<file path="src/rtl/arkanoid_pkg.sv">
// Screen geometry and paddle state shared by the arkanoid video blocks.
// Contents: screen/paddle constants, paddle FSM states, small const helper.
package arkanoid_pkg;

  localparam int H_ACTIVE   = 1024;
  localparam int V_ACTIVE   = 768;
  localparam int PADDLE_W   = 200;
  localparam int PADDLE_H   = 20;
  localparam int PADDLE_GAP = 48;

  // Rightmost left-edge that keeps the paddle fully on screen.
  localparam int X_MAX_DEF   = H_ACTIVE - 1 - PADDLE_W;
  localparam int Y_FIXED_DEF = V_ACTIVE - PADDLE_GAP - PADDLE_H;

  typedef enum logic [1:0] {
    ST_IDLE  = 2'd0,
    ST_LEFT  = 2'd1,
    ST_RIGHT = 2'd2
  } paddle_st_e;

  function automatic int imax(input int a, input int b);
    return (a > b) ? a : b;
  endfunction

endpackage

</file>
<file path="src/rtl/frame_tick.sv">
// Frame tick: registers vsync and emits a one-pclk pulse on its rising edge.
// Ports: pclk, reset (sync, active-high), i_vsync in; o_tick pulse out.
module frame_tick (
  input  logic pclk,
  input  logic reset,
  input  logic i_vsync,
  output logic o_tick
);

  logic r_vs;
  logic r_vs_d;

  always_ff @(posedge pclk) begin
    if (reset) begin
      r_vs   <= 1'b0;
      r_vs_d <= 1'b0;
    end else begin
      r_vs   <= i_vsync;
      r_vs_d <= r_vs;
    end
  end

  assign o_tick = r_vs & ~r_vs_d;

endmodule

</file>
<file path="src/rtl/paddle_ctrl.sv">
// Paddle controller: moves the paddle once per frame from the two buttons.
// Ports: pclk, reset, vsync_in, btn_left, btn_right in; x_pos, y_pos, moving out.
// Build option PADDLE_ACCEL_EN adds per-frame speed ramp up to SPEED_MAX.
module paddle_ctrl
  import arkanoid_pkg::*;
#(
  parameter int X_INIT    = 412,
  parameter int X_MAX     = X_MAX_DEF,
  parameter int Y_FIXED   = Y_FIXED_DEF,
  parameter int SPEED_MIN = 2,
  parameter int SPEED_MAX = 12
) (
  input  logic        pclk,
  input  logic        reset,
  input  logic        vsync_in,
  input  logic        btn_left,
  input  logic        btn_right,
  output logic [11:0] x_pos,
  output logic [11:0] y_pos,
  output logic        moving
);

  // Wide enough for either speed bound.
  localparam int SPD_W =
    $clog2(imax(SPEED_MIN, SPEED_MAX) + 1);

  logic [1:0]       r_bl;
  logic [1:0]       r_br;
  logic             w_l;
  logic             w_r;
  logic             w_tick;
  paddle_st_e       r_st;
  paddle_st_e       w_st_nxt;
  logic             w_entry;
  logic [SPD_W-1:0] w_step;
  logic [11:0]      r_x;
  logic [11:0]      r_y;
  logic             r_mov;
  logic [12:0]      w_sum;
  logic signed [12:0] w_dif;
  logic [11:0]      w_x_nxt;

  always_ff @(posedge pclk) begin
    if (reset) begin
      r_bl <= 2'b00;
      r_br <= 2'b00;
    end else begin
      r_bl <= {r_bl[0], btn_left};
      r_br <= {r_br[0], btn_right};
    end
  end

  assign w_l = r_bl[1];
  assign w_r = r_br[1];

  frame_tick u_tick (
    .pclk    (pclk),
    .reset   (reset),
    .i_vsync (vsync_in),
    .o_tick  (w_tick)
  );

  always_comb begin
    w_st_nxt = r_st;
    if (w_tick) begin
      unique case (1'b1)
        (w_l && !w_r): w_st_nxt = ST_LEFT;
        (w_r && !w_l): w_st_nxt = ST_RIGHT;
        default:       w_st_nxt = ST_IDLE;
      endcase
    end
  end

  // Any change into a moving state restarts at minimum speed.
  assign w_entry = (w_st_nxt != r_st) &&
                   (w_st_nxt != ST_IDLE);

`ifdef PADDLE_ACCEL_EN
  logic [SPD_W-1:0] r_speed;
  logic [SPD_W-1:0] w_inc;
  logic [1:0]       r_cnt;

  assign w_inc = (r_speed >= SPD_W'(SPEED_MAX)) ?
                 SPD_W'(SPEED_MAX) : r_speed + 1'b1;

  // r_cnt is the run length mod 4; wrapping to 0 bumps speed.
  always_comb begin
    w_step = r_speed;
    if (w_entry) begin
      w_step = SPD_W'(SPEED_MIN);
    end else if (r_cnt == 2'd0) begin
      w_step = w_inc;
    end
  end

  always_ff @(posedge pclk) begin
    if (reset) begin
      r_speed <= SPD_W'(SPEED_MIN);
      r_cnt   <= 2'd0;
    end else if (w_tick) begin
      if (w_st_nxt == ST_IDLE) begin
        r_speed <= SPD_W'(SPEED_MIN);
        r_cnt   <= 2'd0;
      end else if (w_entry) begin
        r_speed <= SPD_W'(SPEED_MIN);
        r_cnt   <= 2'd1;
      end else begin
        r_speed <= w_step;
        r_cnt   <= r_cnt + 2'd1;
      end
    end
  end
`else
  assign w_step = SPD_W'(SPEED_MIN);
`endif

  // One extra bit keeps both the wall clamps exact.
  assign w_sum = {1'b0, r_x} + 13'(w_step);
  assign w_dif = {1'b0, r_x} - 13'(w_step);

  always_comb begin
    w_x_nxt = r_x;
    unique case (w_st_nxt)
      ST_LEFT:
        w_x_nxt = (w_dif < 0) ? 12'd0 : w_dif[11:0];
      ST_RIGHT:
        w_x_nxt = (w_sum > 13'(X_MAX)) ?
                  12'(X_MAX) : w_sum[11:0];
      default: ;
    endcase
  end

  always_ff @(posedge pclk) begin
    if (reset) begin
      r_st  <= ST_IDLE;
      r_x   <= 12'(X_INIT);
      r_y   <= 12'(Y_FIXED);
      r_mov <= 1'b0;
    end else begin
      r_y <= 12'(Y_FIXED);
      if (w_tick) begin
        r_st  <= w_st_nxt;
        r_x   <= w_x_nxt;
        r_mov <= (w_st_nxt != ST_IDLE);
      end
    end
  end

  assign x_pos  = r_x;
  assign y_pos  = r_y;
  assign moving = r_mov;

endmodule

</file>
<file path="config.mk">
export PLATFORM = sky130hd
export DESIGN_NAME = paddle_ctrl
export DESIGN_NICKNAME = d
export VERILOG_FILES = /design/src/rtl/arkanoid_pkg.sv /design/src/rtl/frame_tick.sv /design/src/rtl/paddle_ctrl.sv
export SDC_FILE = /design/constraint.sdc
export NUM_CORES = 1
export LEC_CHECK = 0
export CAP_MARGIN = 0
export CORE_ASPECT_RATIO = 2
export CORE_UTILIZATION = 47
export CTS_CLUSTER_SIZE = 14
export DETAILED_ROUTE_END_ITERATION = 16
export GPL_TIMING_DRIVEN = 1
export PLACE_DENSITY_LB_ADDON = 0.2
export SETUP_SLACK_MARGIN = 0.05
export SYNTH_ARGS = -nofsm -noshare
export SYNTH_HDL_FRONTEND = slang
export SYNTH_HIERARCHICAL = 1
export SYNTH_SLANG_ARGS = --single-unit
</file>
<file path="constraint.sdc">
create_clock -name pclk -period 2 [get_ports pclk]
set_input_delay 0.4 -clock pclk [delete_from_list [all_inputs] [get_ports pclk]]
set_output_delay 0.4 -clock pclk [all_outputs]
set_load 0.005 [all_outputs]
</file>
==> out/metrics.cfg, run 1 <==
[floorplan]
die_x_um=42.5
rows=29
io_pins=30
design.core.area_mm2=0.00316
start_util_pct=48.8
die_y_um=83.0
dieArea_mm2=0.00353

[critical_path]
critPathCaptureType=flip-flop
critical-path-max-stage-delay_ns=0.51
rr_worst_depth=9
critPathArrivalTime_ns=2.14
crit_type=reg2reg
critPathMaxFanout=4
cp.required_ns=2.20
startpoint_type=flip-flop
path_cells=nor2b_4 -> inv_2 -> buf_4 -> a21oi_4 -> ha_4 -> buf_6 -> nand2_2 -> or4_1 -> a31oi_1
r2r_end=x_pos[6]
cp_slowest_cell=or4_1
r2r-start=u_tick/r_vs
reg2reg_slack_ns=0.06

[layout]
final_area_mm2=0.00221
drive_gt1_share_pct=38.6
antenna_cells=0
area_growth_pct=43.7
nNetsFinal=260
final_cells=280

[route]
final_antenna_net_count=0
routed_via_density=5.72
num_vias=1601
dr.pass1.iters=4
drcViolationCount=0
routedWlPerCell_um=15.8
dr.first_iter.drc_count=68
totalWireLength_um=4430

[min_path]
hold_path_end=r_bl[1]
hp-class=reg2reg
hold_start=r_bl[0]
whs_path_depth=1

[power_and_ir_drop]
power_leakage_uw=0.000823
power.density_mw_per_mm2=377
max-vdd-ir-drop_mv=0.350

[clocking]
cts-root-buf=clkbuf_8
cts_tree=built
ctsHtreeMaxLevel=1
clk_pin_slew_ns=0.09
insertion_delay_ns=0.27
clock_path_buffers=2
clock-sinks=21
cts_hold_buf=0
cts_made_buffers=3

[synth]
synth.area.top_cells=dfxtp_1, buf_4, nor2_1
ys_ff_latch=21
synth_area_leader_cell=dfxtp_1
synth_area_mm2=0.00154
synth_warnings=6
syn_avg_cell_area_um2=7.79
synth_cells=198
synth_top_area_share_pct=27.3
yosysUniqueCellTypes=51
seq_area_frac_synth_pct=27.3

[timing]
rsz0062_at_grt=true
min_period_ns=1.94
setup_ws_ns=0.0645
final_max_slew_viol_count=0
setup_viol=0
fmax_mhz=517
period_share_pct=96.8
skew_ns=0.00905
hold_viol_final=0

[placement]
place_area_mm2=0.00191
place_hpwl_um=3160
portBuffers=17
pre_cts_ws_ns=-0.0686
place_congestion=0.890
place_inst=268

[grt]
grt-ovfl-total=0
grt_pass1_wl_um=6810
grt_max_degree=14
antenna_found_initial=0
grtUsageTotal_pct=24.7
grt_pass1_vias=1481

[status]
outcome=completed

[run]
max_cap_violations=0

## cell type report
cell class                 count  area [µm²]
multi-input combinational    153        1120
fill                         247         942
timing repair buffer          64         546
sequential                    21         437
clock buffer                   3        41.3
tap                           31        38.8
inverter                       7        26.3
clock inverter                 1        7.51
## cells in the final DEF (no fill, tap or decap), types with 2 or more instances in the layout
master and count:
o21ai_0 5, a21oi_2 2, o21ai_1 6, conb_1 12, nor2_2 3, nor2b_1 8, nor4_1 2, nor4_2 3
or4_1 2, dfxtp_1 14, a31oi_1 2, dfxtp_4 3, nor3_1 6, nand2_1 12, nand2_2 4, inv_2 3
nand3_1 7, clkbuf_8 3, inv_1 4, a21oi_1 9, or3_1 2, ha_4 4, dfxtp_2 4, buf_4 41
nand3_2 2, nor2_1 20, buf_6 6, xnor2_1 6, clkdlybuf4s50_1 17, a211oi_1 2
## how the worst max path moves through the flow
stage               depth (start not counted)  slack [ns]        start        to
global route                                9       -0.06  u_tick/r_vs  x_pos[6]
finish                                      9        0.06  u_tick/r_vs  x_pos[6]
detailed placement                         13       -0.07  u_tick/r_vs  x_pos[4]
CTS                                         9        0.05  u_tick/r_vs  x_pos[6]
floorplan                                  10       -0.03  u_tick/r_vs  x_pos[3]
global placement                            9      -0.001  u_tick/r_vs  x_pos[3]
## cells in the mapped netlist (all sizes together)
cell    number
o22ai        1
o21ai       12
conb         2
a211oi       3
buf         20
ha           5
or4          2
nor2b        9
nand2       16
a221o        1
o21bai       2
dfxtp       21
or3          2
inv          7
nor2        23
a31oi        3
o31ai        2
xnor2        6
nor3b        2
or3b         1
nor4         6
a211o        1
a32o         1
and2         2
a21oi       12
xor2         1
nand3       10
nor3         8
nand4        2
o221ai       1
o22a         1
and4b        1
o211ai       1
nor4b        1
mux2i        1
and3         1
a31o         1
clkbuf       7
## repair_timing
| action | CTS | global route |
|---|---|---|
| endpoints found under the setup margin | 8 | 11 |
| setup buffers | 2 | 6 |
| resized for setup | 21 | 30 |
| pin swaps | 5 | 12 |
## metal layers
| layer | global-route usage, % | share of wire, % |
|---|---|---|
| met1 | 27.4 | 38 |
| met3 | 2.61 | 3.4 |
| met4 | 15.1 | 5.5 |
| met2 | 42.9 | 53 |
| met5 | 0 | 0 |
## flip-flops by register name, summed over array words and instances (netlist names)
name	count
x_pos	12
r_bl	2
r_br	2
r_st	2
moving	1
u_tick/r_vs	1
u_tick/r_vs_d	1
## where the power goes
part | leakage, µW | switching, µW | internal, µW
Sequential | 0.000172 | 6.54 | 423
Clock | 0.0000217 | 156 | 141
Combinational | 0.000629 | 53.6 | 55.0
## metrics by stage
step	util [%]	setup TNS [ns]	hold slack [ns]	power [µW]
2_1_floorplan	-	-0.0288	0.414	505
3_3_place_gp	60.4	-0.00135	0.418	526
3_5_place_dp	60.4	-0.161	0.424	527
4_1_cts	64.4	0	0.444	824
5_1_grt	70.2	-0.155	0.473	870
6_report	70.2	0	0.438	836
## worst max-delay path: cells and delay by family (launching register included)
family          cells  cell delay, ns
simple gates        3            0.71
flops               1            0.33
buf+inv             3            0.33
compound gates      2            0.33
fa+ha+maj           1            0.19
## kinds of logic (layout without fill, tap and decap cells)
group                    Yosys count  count (layout)  synth area share, %
buffers and inverters             34              75                 13.4
flip-flops                        21              21                 27.3
XOR/XNOR                           7               7                 3.98
multiplexers                       1               1                0.649
AND/OR/NAND/NOR                   86              86                 32.1
other                              2              12                0.487
adder cells (fa/ha/maj)            5               5                 4.06
AO/OA/AOI/OAI                     42              42                 18.0
No activity file was read; power rests on OpenSTA's default activity.
==> run 2: changes to the inputs <==
--- a/config.mk
+++ b/config.mk
@@ -15,2 +15,3 @@
 export SETUP_SLACK_MARGIN = 0.05
+export SKIP_CTS_REPAIR_TIMING = 1
 export SYNTH_ARGS = -nofsm -noshare
==> constraint.sdc (replaced) <==
create_clock -name pclk -period 2 [get_ports pclk]
set_input_delay 0.3 -clock pclk [delete_from_list [all_inputs] [get_ports pclk]]
set_output_delay 0.3 -clock pclk [all_outputs]
set_load 0.005 [all_outputs]
==> out/metrics.cfg, run 2 (same netlist as run 1, synthesis figures left out) <==
[layout]
most-common-layout-cells=buf_4, nor2_1, clkdlybuf4s50_1
final_cells=274
area_growth_pct=38.9
largest_reg_flops=12
layout_commonest_cell=buf_4
antenna_cells=0
nNetsFinal=254
drive_gt1_share_pct=36.6
post-route-util_pct=67.8

[route]
routed_via_density=5.88
totalWireLength_um=4410
drcViolationCount=0
dr.first_iter.drc_count=63
routedWlPerCell_um=16.1
num_vias=1611
dr.pass1.iters=4
final_antenna_net_count=0

[placement]
place_congestion=0.888
place_inst=267
portBuffers=17
place_hpwl_um=3090
pre_cts_ws_ns=-0.0650

[grt]
grt_pass1_vias=1518
grt_pass1_wl_um=6880
antenna_found_initial=0
grt-ovfl-total=0
grtUsageTotal_pct=24.7
grt_max_degree=14

[timing]
period_share_pct=98.8
rsz0062_at_grt=true
hold_viol_final=0
fmax_mhz=506
whs_ns=0.441
final_max_slew_viol_count=0
min_period_ns=1.98
setup_ws_ns=0.0236
skew_ns=0.00855
setup_viol=0

[critical_path]
crit_type=reg2reg
critPathCaptureType=flip-flop
critPathBufInv=2
critical-path-max-stage-delay_ns=0.40
critPathArrivalTime_ns=2.14
path_cells=buf_6 -> nand3_4 -> or3b_1 -> a32o_2 -> a31oi_4 -> buf_4 -> nor2_2 -> a31o_1
critPathMaxFanout=5
cp_slowest_cell=or3b_1
cp.required_ns=2.16
path_delay_family=compound AO/OA/AOI/OAI gates
startpoint_type=flip-flop

[status]
outcome=completed

[clocking]
cts_tree=built
ctsHtreeMaxLevel=1
cts-root-buf=clkbuf_8
insertion_delay_ns=0.27
cts_made_buffers=3
clock_path_buffers=2
clock-sinks=21
clk_pin_slew_ns=0.09

[power_and_ir_drop]
max-vdd-ir-drop_mv=0.297
power.density_mw_per_mm2=387
power_leakage_uw=0.000787
p_total_uw=828

[floorplan]
die_x_um=42.5
dieArea_mm2=0.00353
start_util_pct=48.8
io_pins=30
design.core.area_mm2=0.00316
die_y_um=83.0
rows=29

[run]
max_cap_violations=0

[min_path]
hp-class=reg2reg

-- run 2: changes by cell type in the layout (fill, tap and decap cells not counted), sizes merged --
| cell | delta |
|---|---|
| buf | -6 |
-- run 2: routing by layer --
layer / track usage (%) / vias to the layer above / routed length, µm
met5: 0 / - / 0
met4: 14.2 / 0 / 216
met2: 42.2 / 69 / 2420
met1: 28.7 / 762 / 1570
li1: - / 755 / -
met3: 2.17 / 25 / 201
-- run 2: area by class of cell --
class                      count  area, µm²
multi-input combinational    153       1100
fill                         271       1020
timing repair buffer          58        497
sequential                    21        434
clock buffer                   3       41.3
tap                           31       38.8
inverter                       7       26.3
clock inverter                 1       7.51
-- run 2: where the power goes --
group / switching, µW / internal (µW)
sequential: 6.01 / 425
clock: 156 / 141
combinational: 51.6 / 48.6
-- run 2: path summary, 6_finish.rpt --
check / start / to / slack, ns / cells after the start
worst max-delay path: x_pos[1] / x_pos[3] / 0.02 / 8
worst min-delay path: r_br[0] / r_br[1] / 0.44 / 1
worst max register to register: x_pos[1] / x_pos[3] / 0.02 / 8
worst min register to register: r_br[0] / r_br[1] / 0.44 / 1
-- run 2: per-stage QoR --
stage	TNS [ns]	instance area [µm²]
3_3_place_gp	-0.00315	1900
6_report	0	2140
5_1_grt	-0.221	2140
2_1_floorplan	-0.0288	1590
3_5_place_dp	-0.124	1900
4_1_cts	-0.282	1950
==> run 3: changes to the inputs <==
Settings changed: CAP_MARGIN 0 to 10, CORE_UTILIZATION 47 to 55.
Clock period 2 ns to 2.44 ns, I/O delays scaled along.
==> out/metrics.cfg, run 3 (same netlist as run 1, synthesis figures left out) <==
[status]
outcome=completed

[clocking]
clock-sinks=21
cts_made_buffers=3
insertion_delay_ns=0.27
clock_path_buffers=2
cts_tree=built
cts-root-buf=clkbuf_8
clk_pin_slew_ns=0.09
ctsHtreeMaxLevel=1

[floorplan]
die_y_um=76.9
dieArea_mm2=0.00303
die_x_um=39.4
rows=26
io_pins=30
design.core.area_mm2=0.00260
start_util_pct=59.2

[grt]
grtUsageTotal_pct=28.9
grt_pass1_wl_um=6510
grt_pass1_vias=1420
grt-ovfl-total=0
grt_max_degree=15
antenna_found_initial=0

[layout]
largest_reg_flops=12
most-common-layout-cells=nor2_1, dfxtp_1, clkdlybuf4s50_1
post-route-util_pct=67.3
antenna_cells=0
nNetsFinal=225
drive_gt1_share_pct=14.0
layout_commonest_cell=nor2_1
area_growth_pct=13.6
final_area_mm2=0.00175

[placement]
place_hpwl_um=2840
portBuffers=17
place_congestion=0.909
place_area_mm2=0.00169

[run]
max_cap_violations=0

[route]
topRoutingLayerUsed=met4
routed_via_density=5.92
totalWireLength_um=3800
met1Wirelength_um=1500
dr.pass1.iters=4
final_antenna_net_count=0
routedWlPerCell_um=15.7
met2_length_um=2110
dr_wl_met3_um=117
drcViolationCount=0
num_vias=1432
dr.first_iter.drc_count=63

[power_and_ir_drop]
power.density_mw_per_mm2=374
max-vdd-ir-drop_mv=0.295
power_leakage_uw=0.000616

[timing]
fmax_mhz=449
setup_viol=0
min_period_ns=2.23
rsz0062_at_grt=false
hold_viol_final=0
skew_ns=0.00866
final_max_slew_viol_count=0
tns_ns=0
period_share_pct=91.3

[min_path]
hp-class=reg2reg

[critical_path]
critPathArrivalTime_ns=2.39
startpoint_type=flip-flop
critPathMaxFanout=9
critPathCaptureType=flip-flop
cp.required_ns=2.60
crit_type=reg2reg

## run 3: changes by cell type in the layout (fill, tap and decap cells not counted), moves of 3 or more
cell     previous run  this run
buf_4              36        12
o21ai_0             4         7
dfxtp_1            14        21
dfxtp_2             5         0
nor4_1              1         4
ha_1                2         5
buf_6               5         0
## run 3: area by class of cell
| class | count | area, µm² |
|---|---|---|
| fillers | 226 | 851 |
| flip-flops and latches | 21 | 420 |
| multi-input cells | 153 | 961 |
| clock buffers | 3 | 41.3 |
| well taps | 28 | 35.0 |
| clock inverters | 1 | 7.51 |
| inverters | 7 | 26.3 |
| repair buffers | 29 | 260 |
## run 3: critical path, cell delays in order (launching register included)
cell and delay [ns]:
dfxtp_1 0.33, nor2b_4 0.19, inv_1 0.10, nor3b_1 0.25, a21oi_2 0.08, ha_1 0.31, and2_1 0.19, buf_4 0.17
o21ai_0 0.10, nor3_1 0.08, a211oi_1 0.22, o21ai_1 0.09
## run 3: layer usage
| layer | vias to the layer above | global-route usage, % |
|---|---|---|
| met1 | 688 | 32.7 |
| li1 | 698 | - |
| met4 | 0 | 12.8 |
| met2 | 38 | 48.7 |
| met5 | - | 0 |
| met3 | 8 | 5.20 |
## run 3: power by group
| group | total (µW) | leakage, µW | internal [µW] | switching (µW) |
|---|---|---|---|---|
| clock network | 241 | 0.0000217 | 115 | 125 |
| registers | 354 | 0.000171 | 350 | 4.52 |
| logic | 61.2 | 0.000424 | 26.8 | 34.4 |
| total | 656 | 0.000616 | 492 | 164 |
## run 3: per-stage QoR
step                hold slack, ns  setup WS, ns  cells  power (µW)
finish                       0.439         0.212    242         656
global placement             0.417         0.309    238         418
global route                 0.478        0.0376    242         684
floorplan                    0.414         0.316    208         413
detailed placement           0.425         0.218    238         421
CTS                          0.445         0.170    242         657
## run 3: path summary, 6_finish.rpt
check                                  from  endpoint  slack, ns  cells after the start
worst min register to register      r_bl[0]   r_bl[1]       0.44                      1
worst min-delay path                r_bl[0]   r_bl[1]       0.44                      1
worst max register to register  u_tick/r_vs  x_pos[4]       0.21                     11
worst max-delay path            u_tick/r_vs  x_pos[4]       0.21                     11
